## src/rtl/div_seq_pkg.sv

```systemverilog
// div_seq_pkg: shared definitions for the sequential divider.
// Holds the FSM state encodings, the DIV/DIVU ALU opcodes and the
// default of the DIV_ZERO_FAST_EN build option (left undefined).
//
// Uncomment to make divide-by-zero finish after one ZERO cycle
// instead of running the full constant-time WIDTH cycles:
// `define DIV_ZERO_FAST_EN

package div_seq_pkg;

    localparam int DIV_WIDTH = 32;

    localparam logic [7:0] ALU_DIV  = 8'b0001_1010;
    localparam logic [7:0] ALU_DIVU = 8'b0001_1011;

    typedef enum logic [1:0] {
        ST_IDLE = 2'd0,
        ST_ZERO = 2'd1,
        ST_RUN  = 2'd2,
        ST_DONE = 2'd3
    } div_state_e;

endpackage : div_seq_pkg

```

## src/rtl/div_seq_if.sv

```systemverilog
// div_seq_if: EX-stage <-> divider handshake bundle.
// master = execute stage, slave = divider sequencer.

interface div_seq_if #(
    parameter int WIDTH = 32
);

    logic                 signed_div_i;
    logic [WIDTH-1:0]     opdata1_i;
    logic [WIDTH-1:0]     opdata2_i;
    logic                 start_i;
    logic                 annul_i;
    logic [2*WIDTH-1:0]   result_o;
    logic                 ready_o;
    logic                 stallreq_o;

    modport master (
        output signed_div_i,
        output opdata1_i,
        output opdata2_i,
        output start_i,
        output annul_i,
        input  result_o,
        input  ready_o,
        input  stallreq_o
    );

    modport slave (
        input  signed_div_i,
        input  opdata1_i,
        input  opdata2_i,
        input  start_i,
        input  annul_i,
        output result_o,
        output ready_o,
        output stallreq_o
    );

endinterface : div_seq_if

```

## src/rtl/div_step.sv

```systemverilog
// div_step: one combinational restoring-division iteration.
// Shifts the next dividend bit into the partial remainder and performs
// a WIDTH+1 bit trial subtract against the divisor.

module div_step #(
    parameter int WIDTH = 32
) (
    input  logic [WIDTH-1:0] partial_rem,
    input  logic [WIDTH-1:0] divisor,
    input  logic             dividend_bit,
    output logic [WIDTH-1:0] next_rem,
    output logic             quot_bit
);

    logic [WIDTH:0] shifted_s;
    logic [WIDTH:0] diff_s;

    // Trial subtract: keep the difference when it does not borrow.
    always_comb begin
        shifted_s = {partial_rem, dividend_bit};
        diff_s    = shifted_s - {1'b0, divisor};
        if (diff_s[WIDTH] == 1'b0) begin
            quot_bit = 1'b1;
            next_rem = diff_s[WIDTH-1:0];
        end else begin
            quot_bit = 1'b0;
            next_rem = shifted_s[WIDTH-1:0];
        end
    end

endmodule : div_step

```

## src/rtl/div_seq.sv

```systemverilog
// div_seq: multi-cycle radix-2 restoring divider for DIV/DIVU.
// Produces {remainder, quotient}; asserts a stall request while busy.
// Build option: DIV_ZERO_FAST_EN shortens divide-by-zero to one cycle;
// without it divide-by-zero takes the same time as a real division.

module div_seq
    import div_seq_pkg::*;
#(
    parameter int WIDTH = DIV_WIDTH
) (
    input  logic        clk,
    input  logic        rst,
    div_seq_if.slave    bus
);

    localparam int             CNT_W     = $clog2(WIDTH + 1);
    localparam logic [CNT_W-1:0] LAST_STEP = CNT_W'(WIDTH - 1);
    localparam logic [CNT_W-1:0] CNT_ONE   = CNT_W'(1);

    div_state_e           state_r;
    logic [CNT_W-1:0]     cnt_r;
    logic [WIDTH-1:0]     dvd_r;      // dividend shifts out, quotient shifts in
    logic [WIDTH-1:0]     dvs_r;
    logic [WIDTH-1:0]     rem_r;
    logic                 dvd_neg_r;
    logic                 dvs_neg_r;
    logic [2*WIDTH-1:0]   result_r;
    logic                 ready_r;

    logic [WIDTH-1:0]     rem_next_s;
    logic                 q_bit_s;
    logic [WIDTH-1:0]     quot_fix_s;
    logic [WIDTH-1:0]     rem_fix_s;
    logic                 op1_neg_s;
    logic                 op2_neg_s;

    // Two's complement negate when en is set, pass-through otherwise.
    function automatic logic [WIDTH-1:0] cond_neg(input logic [WIDTH-1:0] v,
                                                  input logic en);
        logic [WIDTH-1:0] one;
        one = {{(WIDTH-1){1'b0}}, 1'b1};
        cond_neg = en ? (~v + one) : v;
    endfunction

    div_step #(.WIDTH(WIDTH)) u_step (
        .partial_rem  (rem_r),
        .divisor      (dvs_r),
        .dividend_bit (dvd_r[WIDTH-1]),
        .next_rem     (rem_next_s),
        .quot_bit     (q_bit_s)
    );

    // Operand signs and the sign fix-up applied as the last step retires.
    always_comb begin
        op1_neg_s  = bus.signed_div_i & bus.opdata1_i[WIDTH-1];
        op2_neg_s  = bus.signed_div_i & bus.opdata2_i[WIDTH-1];
        quot_fix_s = cond_neg({dvd_r[WIDTH-2:0], q_bit_s}, dvd_neg_r ^ dvs_neg_r);
        rem_fix_s  = cond_neg(rem_next_s, dvd_neg_r);
    end

    // Divider FSM: operand capture, iteration, zero handling and result hold.
    always_ff @(posedge clk) begin
        if (!rst) begin
            state_r   <= ST_IDLE;
            cnt_r     <= '0;
            dvd_r     <= '0;
            dvs_r     <= '0;
            rem_r     <= '0;
            dvd_neg_r <= 1'b0;
            dvs_neg_r <= 1'b0;
            result_r  <= '0;
            ready_r   <= 1'b0;
        end else begin
            case (state_r)
                ST_IDLE: begin
                    ready_r <= 1'b0;
                    if (bus.start_i && !bus.annul_i) begin
                        dvd_neg_r <= op1_neg_s;
                        dvs_neg_r <= op2_neg_s;
                        dvd_r     <= cond_neg(bus.opdata1_i, op1_neg_s);
                        dvs_r     <= cond_neg(bus.opdata2_i, op2_neg_s);
                        cnt_r     <= '0;
                        rem_r     <= '0;
                        if (bus.opdata2_i == '0) begin
                            state_r <= ST_ZERO;
                        end else begin
                            state_r <= ST_RUN;
                        end
                    end else begin
                        state_r <= ST_IDLE;
                    end
                end
                ST_ZERO: begin
                    if (bus.annul_i) begin
                        state_r <= ST_IDLE;
                        cnt_r   <= '0;
                    end else begin
`ifdef DIV_ZERO_FAST_EN
                        result_r <= '0;
                        ready_r  <= 1'b1;
                        state_r  <= ST_DONE;
`else
                        if (cnt_r == LAST_STEP) begin
                            result_r <= '0;
                            ready_r  <= 1'b1;
                            cnt_r    <= '0;
                            state_r  <= ST_DONE;
                        end else begin
                            cnt_r <= cnt_r + CNT_ONE;
                        end
`endif
                    end
                end
                ST_RUN: begin
                    if (bus.annul_i) begin
                        state_r <= ST_IDLE;
                        cnt_r   <= '0;
                    end else begin
                        rem_r <= rem_next_s;
                        dvd_r <= {dvd_r[WIDTH-2:0], q_bit_s};
                        if (cnt_r == LAST_STEP) begin
                            result_r <= {rem_fix_s, quot_fix_s};
                            ready_r  <= 1'b1;
                            cnt_r    <= '0;
                            state_r  <= ST_DONE;
                        end else begin
                            cnt_r <= cnt_r + CNT_ONE;
                        end
                    end
                end
                ST_DONE: begin
                    if (bus.annul_i || !bus.start_i) begin
                        ready_r <= 1'b0;
                        state_r <= ST_IDLE;
                    end else begin
                        ready_r <= 1'b1;
                        state_r <= ST_DONE;
                    end
                end
                default: begin
                    ready_r <= 1'b0;
                    cnt_r   <= '0;
                    state_r <= ST_IDLE;
                end
            endcase
        end
    end

    // Stall is combinational so EX freezes in the issue cycle itself.
    assign bus.stallreq_o = rst & (((state_r == ST_IDLE) & bus.start_i & ~bus.annul_i)
                                   | (state_r == ST_ZERO)
                                   | (state_r == ST_RUN));
    assign bus.result_o = result_r;
    assign bus.ready_o  = ready_r;

endmodule : div_seq

```

## src/flat_wrapper.sv

```systemverilog
// flat-port wrapper written by rule: the top's interface ports become plain ports
module div_seq_flat import div_seq_pkg::*;
#(
    parameter int WIDTH = DIV_WIDTH
)
  (clk, rst, bus_signed_div_i, bus_opdata1_i, bus_opdata2_i, bus_start_i, bus_annul_i, bus_result_o, bus_ready_o, bus_stallreq_o);
  div_seq_if #(.WIDTH(WIDTH)) bus_i ();
  input  logic clk;
  input  logic rst;
  input wire logic [$bits(bus_i.signed_div_i)-1:0] bus_signed_div_i;
  input wire logic [$bits(bus_i.opdata1_i)-1:0] bus_opdata1_i;
  input wire logic [$bits(bus_i.opdata2_i)-1:0] bus_opdata2_i;
  input wire logic [$bits(bus_i.start_i)-1:0] bus_start_i;
  input wire logic [$bits(bus_i.annul_i)-1:0] bus_annul_i;
  output wire logic [$bits(bus_i.result_o)-1:0] bus_result_o;
  output wire logic [$bits(bus_i.ready_o)-1:0] bus_ready_o;
  output wire logic [$bits(bus_i.stallreq_o)-1:0] bus_stallreq_o;
  assign bus_i.signed_div_i = bus_signed_div_i;
  assign bus_i.opdata1_i = bus_opdata1_i;
  assign bus_i.opdata2_i = bus_opdata2_i;
  assign bus_i.start_i = bus_start_i;
  assign bus_i.annul_i = bus_annul_i;
  assign bus_result_o = bus_i.result_o;
  assign bus_ready_o = bus_i.ready_o;
  assign bus_stallreq_o = bus_i.stallreq_o;
  div_seq #(.WIDTH(WIDTH)) u_core (.clk(clk), .rst(rst), .bus(bus_i));
endmodule
```

## config.mk

```make
export PLATFORM = sky130hd
export DESIGN_NAME = div_seq_flat
export DESIGN_NICKNAME = d
export VERILOG_FILES = /design/src/rtl/div_seq_pkg.sv /design/src/rtl/div_seq_if.sv /design/src/rtl/div_step.sv /design/src/rtl/div_seq.sv /design/src/flat_wrapper.sv
export SDC_FILE = /design/constraint.sdc
export NUM_CORES = 1
export LEC_CHECK = 0
export ABC_AREA = 1
export CORE_ASPECT_RATIO = 1.5
export CORE_MARGIN = 2
export CORE_UTILIZATION = 59
export DETAILED_ROUTE_END_ITERATION = 16
export PLACE_DENSITY = 0.82
export SLEW_MARGIN = 20
export SYNTH_ARGS = -nofsm -noshare
export SYNTH_HDL_FRONTEND = slang
export SYNTH_SLANG_ARGS = --single-unit
```

## constraint.sdc

```tcl
create_clock -name clk -period 5.12 [get_ports clk]
set_input_delay 1.024 -clock clk [delete_from_list [all_inputs] [get_ports clk]]
set_output_delay 1.024 -clock clk [all_outputs]
set_load 0.01 [all_outputs]
```

=== Yosys cells after proc, flatten, opt, wreduce, memory -nomap -nowiden ===
Index checks and enable logic that the tools add are counted.

* Add/subtract/negate cells: 6
* Equality and inequality tests: 12
* Multiplexer cells: 31
* Bitwise logic cells: 13
* Reduce and logical (&&, ||, !) cells: 15

{| class="wikitable"
|+ Operators with widths
! kind !! count
|-
| 32-bit two-way mux || 9
|-
| 64-bit two-way mux || 4
|-
| 32-bit by 1-bit adder with 32-bit output, second input constant || 4
|-
| 32-bit inverter || 4
|-
| 32-bit one-hot mux with 2 select lines || 2
|-
| 64-bit one-hot mux with 2 select lines || 1
|-
| 33-bit by 32-bit subtractor with 33-bit output || 1
|-
| 32-bit logical NOT || 1
|-
| 6-bit two-way mux || 3
|-
| 6-bit one-hot mux with 2 select lines || 1
|-
| 2-bit two-way mux || 5
|-
| 2-bit by 1-bit != test with 1-bit output, second input constant || 4
|-
| 6-bit by 1-bit adder with 6-bit output, second input constant || 1
|-
| 6-bit by 5-bit equality test with 1-bit output, second input constant || 1
|-
| 2-bit != test, second input constant || 3
|-
| 2-bit one-hot mux with 3 select lines || 1
|-
| 2-bit AND reduction || 3
|-
| 2-bit nonzero test || 3
|-
| 1-bit AND || 5
|-
| 5-bit AND reduction || 1
|-
| 2-bit equality test, second input constant || 2
|-
| 1-bit two-way mux || 4
|-
| 3-bit by 1-bit != test with 1-bit output, second input constant || 1
|-
| 1-bit one-hot mux with 3 select lines || 1
|-
| other kinds (10) || 12
|}

* Flip-flop bits (word level): 171
* Output and inout port bits: 66

=== Longest topological paths before layout ===
* Word-level depth: 8
* Gate-level depth with buffers: 28
* Gate-level depth less buffers: 27

=== Modules after synthesis ===
A second synthesis with hierarchy kept.

* Cell total of the unflattened synthesis: 2270
* Area total of the unflattened synthesis: 13284.0 µm²

{| class="wikitable"
|+ Modules (own cells, without submodules)
! module !! times used !! cells an instance !! area an instance (µm²)
|-
| div_seq || 1 || 1587 || 10121.0
|-
| div_step || 1 || 683 || 3163.0
|}

=== Least setup slack after synthesis ===
Ideal clock, no wire load.

* Path type: flip-flop to flip-flop
* Start point: register u_core.dvd_r[31]
* End point: register u_core.result_r[30] (netlist: u_core.bus.result_o[30])
* Arrival: 3607 ps
* Required time: 4988 ps
* Setup slack: 1381 ps
* Cell stages (with the launch flop): 28
* Path buffers: 1
* Clock period less this slack: 3739 ps
* Cell sequence: dfxtp_1 inv_1 ha_1 inv_1 fa_1 nand2_1 nand2_1 nand3b_1 nand2_2 nand2_4 nand2_4 nand2_4 nand3_2 nand2_4 buf_2 ha_1 nand3_1 nor3_1 nand3_1 nor3_1 nand3_1 nand3b_1 nor2_1 inv_1 o21ai_0 a21oi_1 o21ai_0 a21oi_1

* Longest elaborated chain between the ends: 8

{| class="wikitable"
|+ Ends and longest elaborated chain
! item !! line !! source
|-
| start: declaration || div_seq.sv:22 || <nowiki>logic [WIDTH-1:0] dvd_r;</nowiki>
|-
| start signal: assignment || div_seq.sv:80 || <nowiki>dvd_r <= cond_neg(bus.opdata1_i, op1_neg_s);</nowiki>
|-
| start signal: assignment || div_seq.sv:120 || <nowiki>dvd_r <= {dvd_r[WIDTH-2:0], q_bit_s};</nowiki>
|-
| 33-bit by 32-bit subtractor with 33-bit output || div_step.sv:21 || <nowiki>diff_s = shifted_s - {1'b0, divisor};</nowiki>
|-
| 1-bit two-way mux || div_step.sv:22 || <nowiki>if (diff_s[WIDTH] == 1'b0) begin</nowiki>
|-
| 32-bit inverter || div_seq.sv:42 || <nowiki>cond_neg = en ? (~v + one) : v;</nowiki>
|-
| 32-bit by 1-bit adder with 32-bit output || div_seq.sv:42 ||
|-
| 32-bit two-way mux || div_seq.sv:42 ||
|-
| 64-bit two-way mux || div_seq.sv:121 || <nowiki>if (cnt_r == LAST_STEP) begin</nowiki>
|-
| 64-bit two-way mux || div_seq.sv:115 || <nowiki>if (bus.annul_i) begin</nowiki>
|-
| 64-bit one-hot mux with 2 select lines || div_seq.sv:74 || <nowiki>case (state_r)</nowiki>
|-
| end signal: assignment || div_seq.sv:122 || <nowiki>result_r <= {rem_fix_s, quot_fix_s};</nowiki>
|-
| end: declaration || div_seq.sv:27 || <nowiki>logic [2*WIDTH-1:0] result_r;</nowiki>
|}

No other way between the ends. The select of a mux whose other input is x is not followed.
A chain may end at the register's enable or synchronous reset.

=== Worst setup path in the final report ===
* Start point: register u_core.dvd_r[31]
* End point: register u_core.result_r[26] (netlist: u_core.bus.result_o[26])

Same word-level chain as after synthesis.

==> results.cfg <==
[status]
status = completed

[sta]
tns_ns = 0
slew_violations = 0
period_minus_slack_ns = 4.548
worst_slew_pin_slew_ns = 0.9664
setup_ws_ns = 0.5723
fin_crit_sh = 0.8882
setup_violations = 0
rsz0062_at_grt = no
clock_skew_ns = 0.009521
finalHoldViolations = 0
slew-limit-headroom = 0.3557
fmax_mhz = 219.9

[power_and_ir_drop]
p_int_mw = 2.498
seq_power_share = 0.361
swShare = 0.3712
p_leak_nw = 7.557
power.switching_mw = 1.475
ir_drop_mv = 0.2321
power.density_nw_per_um2 = 260.3
p_clk_frac = 0.341
p_comb_frac = 0.297

[yosys]
syn_area_sq_um = 13210
yosys.area.top_type = dfxtp_1
ys_seq_elements = 171
yosysUniqueCellTypes = 51
avgSynthCellArea_sq_um = 5.879
synth_area_leaders = dfxtp_1 (26%), nand2_1 (20%), inv_1 (9.5%)
postSynthCellCount = 2246
synth_top_area_frac = 0.2592
synth_fp_nets = 2358
synth_edf_count = 0
synthArstFlopShare = 0
ys_seq_area_frac = 0.2592
synth_flop_cell = dfxtp_1
synth_warnings = 0

[route]
via_count = 14690
firstDrtPassIters = 7
routed_via_density = 5.588
drt_iter0_drc = 1199
wl_mm = 43.90
postRouteAntennaNets = 0
avgRoutedWirePerCell_um = 16.70
drc = 0

[setup_path]
r2r_start = u_core.dvd_r[31]
critPathCaptureType = flop
worstPathRequired_ns = 5.44
r2r_slack_ns = 0.57
crit_fanout = 13
path_class = flop to flop
start_kind = flop
worstRegToRegCells = 26
r2r-end = u_core.bus.result_o[26]
crit_arrival_ns = 4.87

[die]
floorplan.die_area_sq_um = 23620
rows = 67
core_area_sq_um = 22130
pin_count = 135
die_h_um = 187.2
fp.dieW_um = 126.2
start_util = 0.5967

[clock_network]
cts_tree = built
clock_latency_ns = 0.45
clock-sinks = 171
cts_hold_buffers = 0
root_buffer = clkbuf_16
clkTransAtPathRegs_ns = 0.07
ctsResizeCount = 0
numCtsBuffers = 17
post_cts_buffers = 0
cts_buffer_depth = 2
htree_num_levels = 4

[finish]
final_common_cell = nand2_1
antenna_cells = 0
final_cells = 2629
layout_common_cells = nand2_1 (712), inv_1 (332), nor2_1 (194), a21oi_1 (194), dfxtp_1 (171)
final_util = 0.6896
fin_nets = 2452
areaGrowthSynthToFinish_pct = 15.57
drive_above_1_share = 0.05567

[placement]
dp_cells = 2597
io_buffers = 134
dp_hpwl_mm = 34.31
post-place-ws_ns = 0.7758
routabilityCongestion = 0.9853

[global_routing]
grt_pass1_wl_mm = 69.57
grt_max_degree = 90
grt_overflow = 0
grt_pass1_vias = 13980
antenna_found_initial = 0
grtUsageTotal = 0.3687

[hold_path]
min_from = u_core.bus.result_o[7]
hold_class = flop to flop
min_to = u_core.bus.result_o[7]
hold_depth = 2

[run]
maxCapViolations = 0
power groups by stage:
stage          clock [mW]  sequential, mW  combinational [mW]
6_report             1.36            1.44                1.18
4_1_cts              1.36            1.43                1.16
3_3_place_gp            0            1.46                1.14
3_5_place_dp            0            1.46                1.15
5_1_grt              1.41            1.44                1.31
2_1_floorplan           0            1.45               0.814
synthesized netlist by cell type (5+ instances only):
master	number
ha_1	42
inv_1	333
buf_2	9
nor2_1	197
xnor2_1	12
buf_1	6
nand2_4	8
a21oi_1	194
dfxtp_1	171
a221oi_1	5
or2_2	5
a31oi_1	8
nor3_1	24
o211ai_1	5
nand2_2	32
inv_2	13
clkinv_1	5
nor2_2	10
o221ai_1	13
clkbuf_1	47
a21o_1	7
nand3_1	132
xor2_1	36
nand2_1	712
o21ai_0	117
nand4_1	20
nand3b_1	13
a21oi_2	5
nor4_1	5
o2111ai_1	18
critical path, cell delays in order (launching register included):
cell and delay, ns:
dfxtp_1 0.30, inv_1 0.10, ha_1 0.16, inv_1 0.07, fa_1 0.43, nand2_1 0.10, nand2_1 0.06, nand3b_1 0.10
nand2_2 0.11, nand2_4 0.09, nand2_4 0.05, nand2_4 0.09, nand3_2 0.25, nand2_4 0.18, ha_1 0.18, nand3_1 0.10
nor3_1 0.21, nand3_1 0.13, nor3_1 0.40, nand3_1 0.11, nand3b_1 0.28, nor2_1 0.24, inv_1 0.11, o21ai_0 0.23
a21oi_1 0.11, o21ai_0 0.11, a21oi_1 0.09
how the worst max path moves through the flow:
stage	from	endpoint	slack (ns)	cells past startpoint
2_1_floorplan	u_core.dvd_r[31]	u_core.bus.result_o[30]	1.38	27
3_3_place_gp	u_core.dvd_r[31]	u_core.bus.result_o[30]	0.89	26
3_5_place_dp	u_core.dvd_r[31]	u_core.bus.result_o[26]	0.78	26
6_report	u_core.dvd_r[31]	u_core.bus.result_o[26]	0.57	26
5_1_grt	u_core.dvd_r[31]	u_core.bus.result_o[26]	0.15	26
4_1_cts	u_core.dvd_r[31]	u_core.bus.result_o[26]	0.67	26
routing by layer:
layer	part of all wire	global-route usage	wire length (um)
met1	0.36	0.3895	15930
met2	0.51	0.6644	22200
met3	0.052	0.04748	2292
met4	0.079	0.2637	3478
met5	0	0	0
registers in the layout, indices dropped and copies added (netlist names):
name	flops
u_core.bus.result_o	64
u_core.dvd_r	32
u_core.dvs_r	32
u_core.rem_r	32
u_core.cnt_r	6
u_core.state_r	2
u_core.bus.ready_o	1
u_core.dvd_neg_r	1
u_core.dvs_neg_r	1
kinds of logic after synthesis:
logic type	Yosys count	share of synthesized area
simple gates	1172	0.3760
buf+inv	422	0.1255
compound gates	390	0.1662
flops	171	0.2592
xor+xnor	48	0.03184
fa+ha+maj	43	0.04131
final cells by class:
type                       count  area (sq um)
fill                        2119          6870
inverter                     351          1319
sequential                   171          3423
timing repair buffer         146          1426
clock inverter                15         178.9
tap                          276         345.3
clock buffer                  17         425.4
multi-input combinational   1653          8143
metrics by stage:
stage                     cell area [sq um]  hold slack [ns]  total power, mW
final                                 15260           0.4650            3.973
after global routing                  15260           0.4808            4.166
after CTS                             15260           0.4663            3.952
after detailed placement              14660           0.4550            2.618
after global placement                14660           0.4518            2.598
after floorplan                       13210           0.4439            2.263
Note: power is estimated with default switching activity, not from simulation.
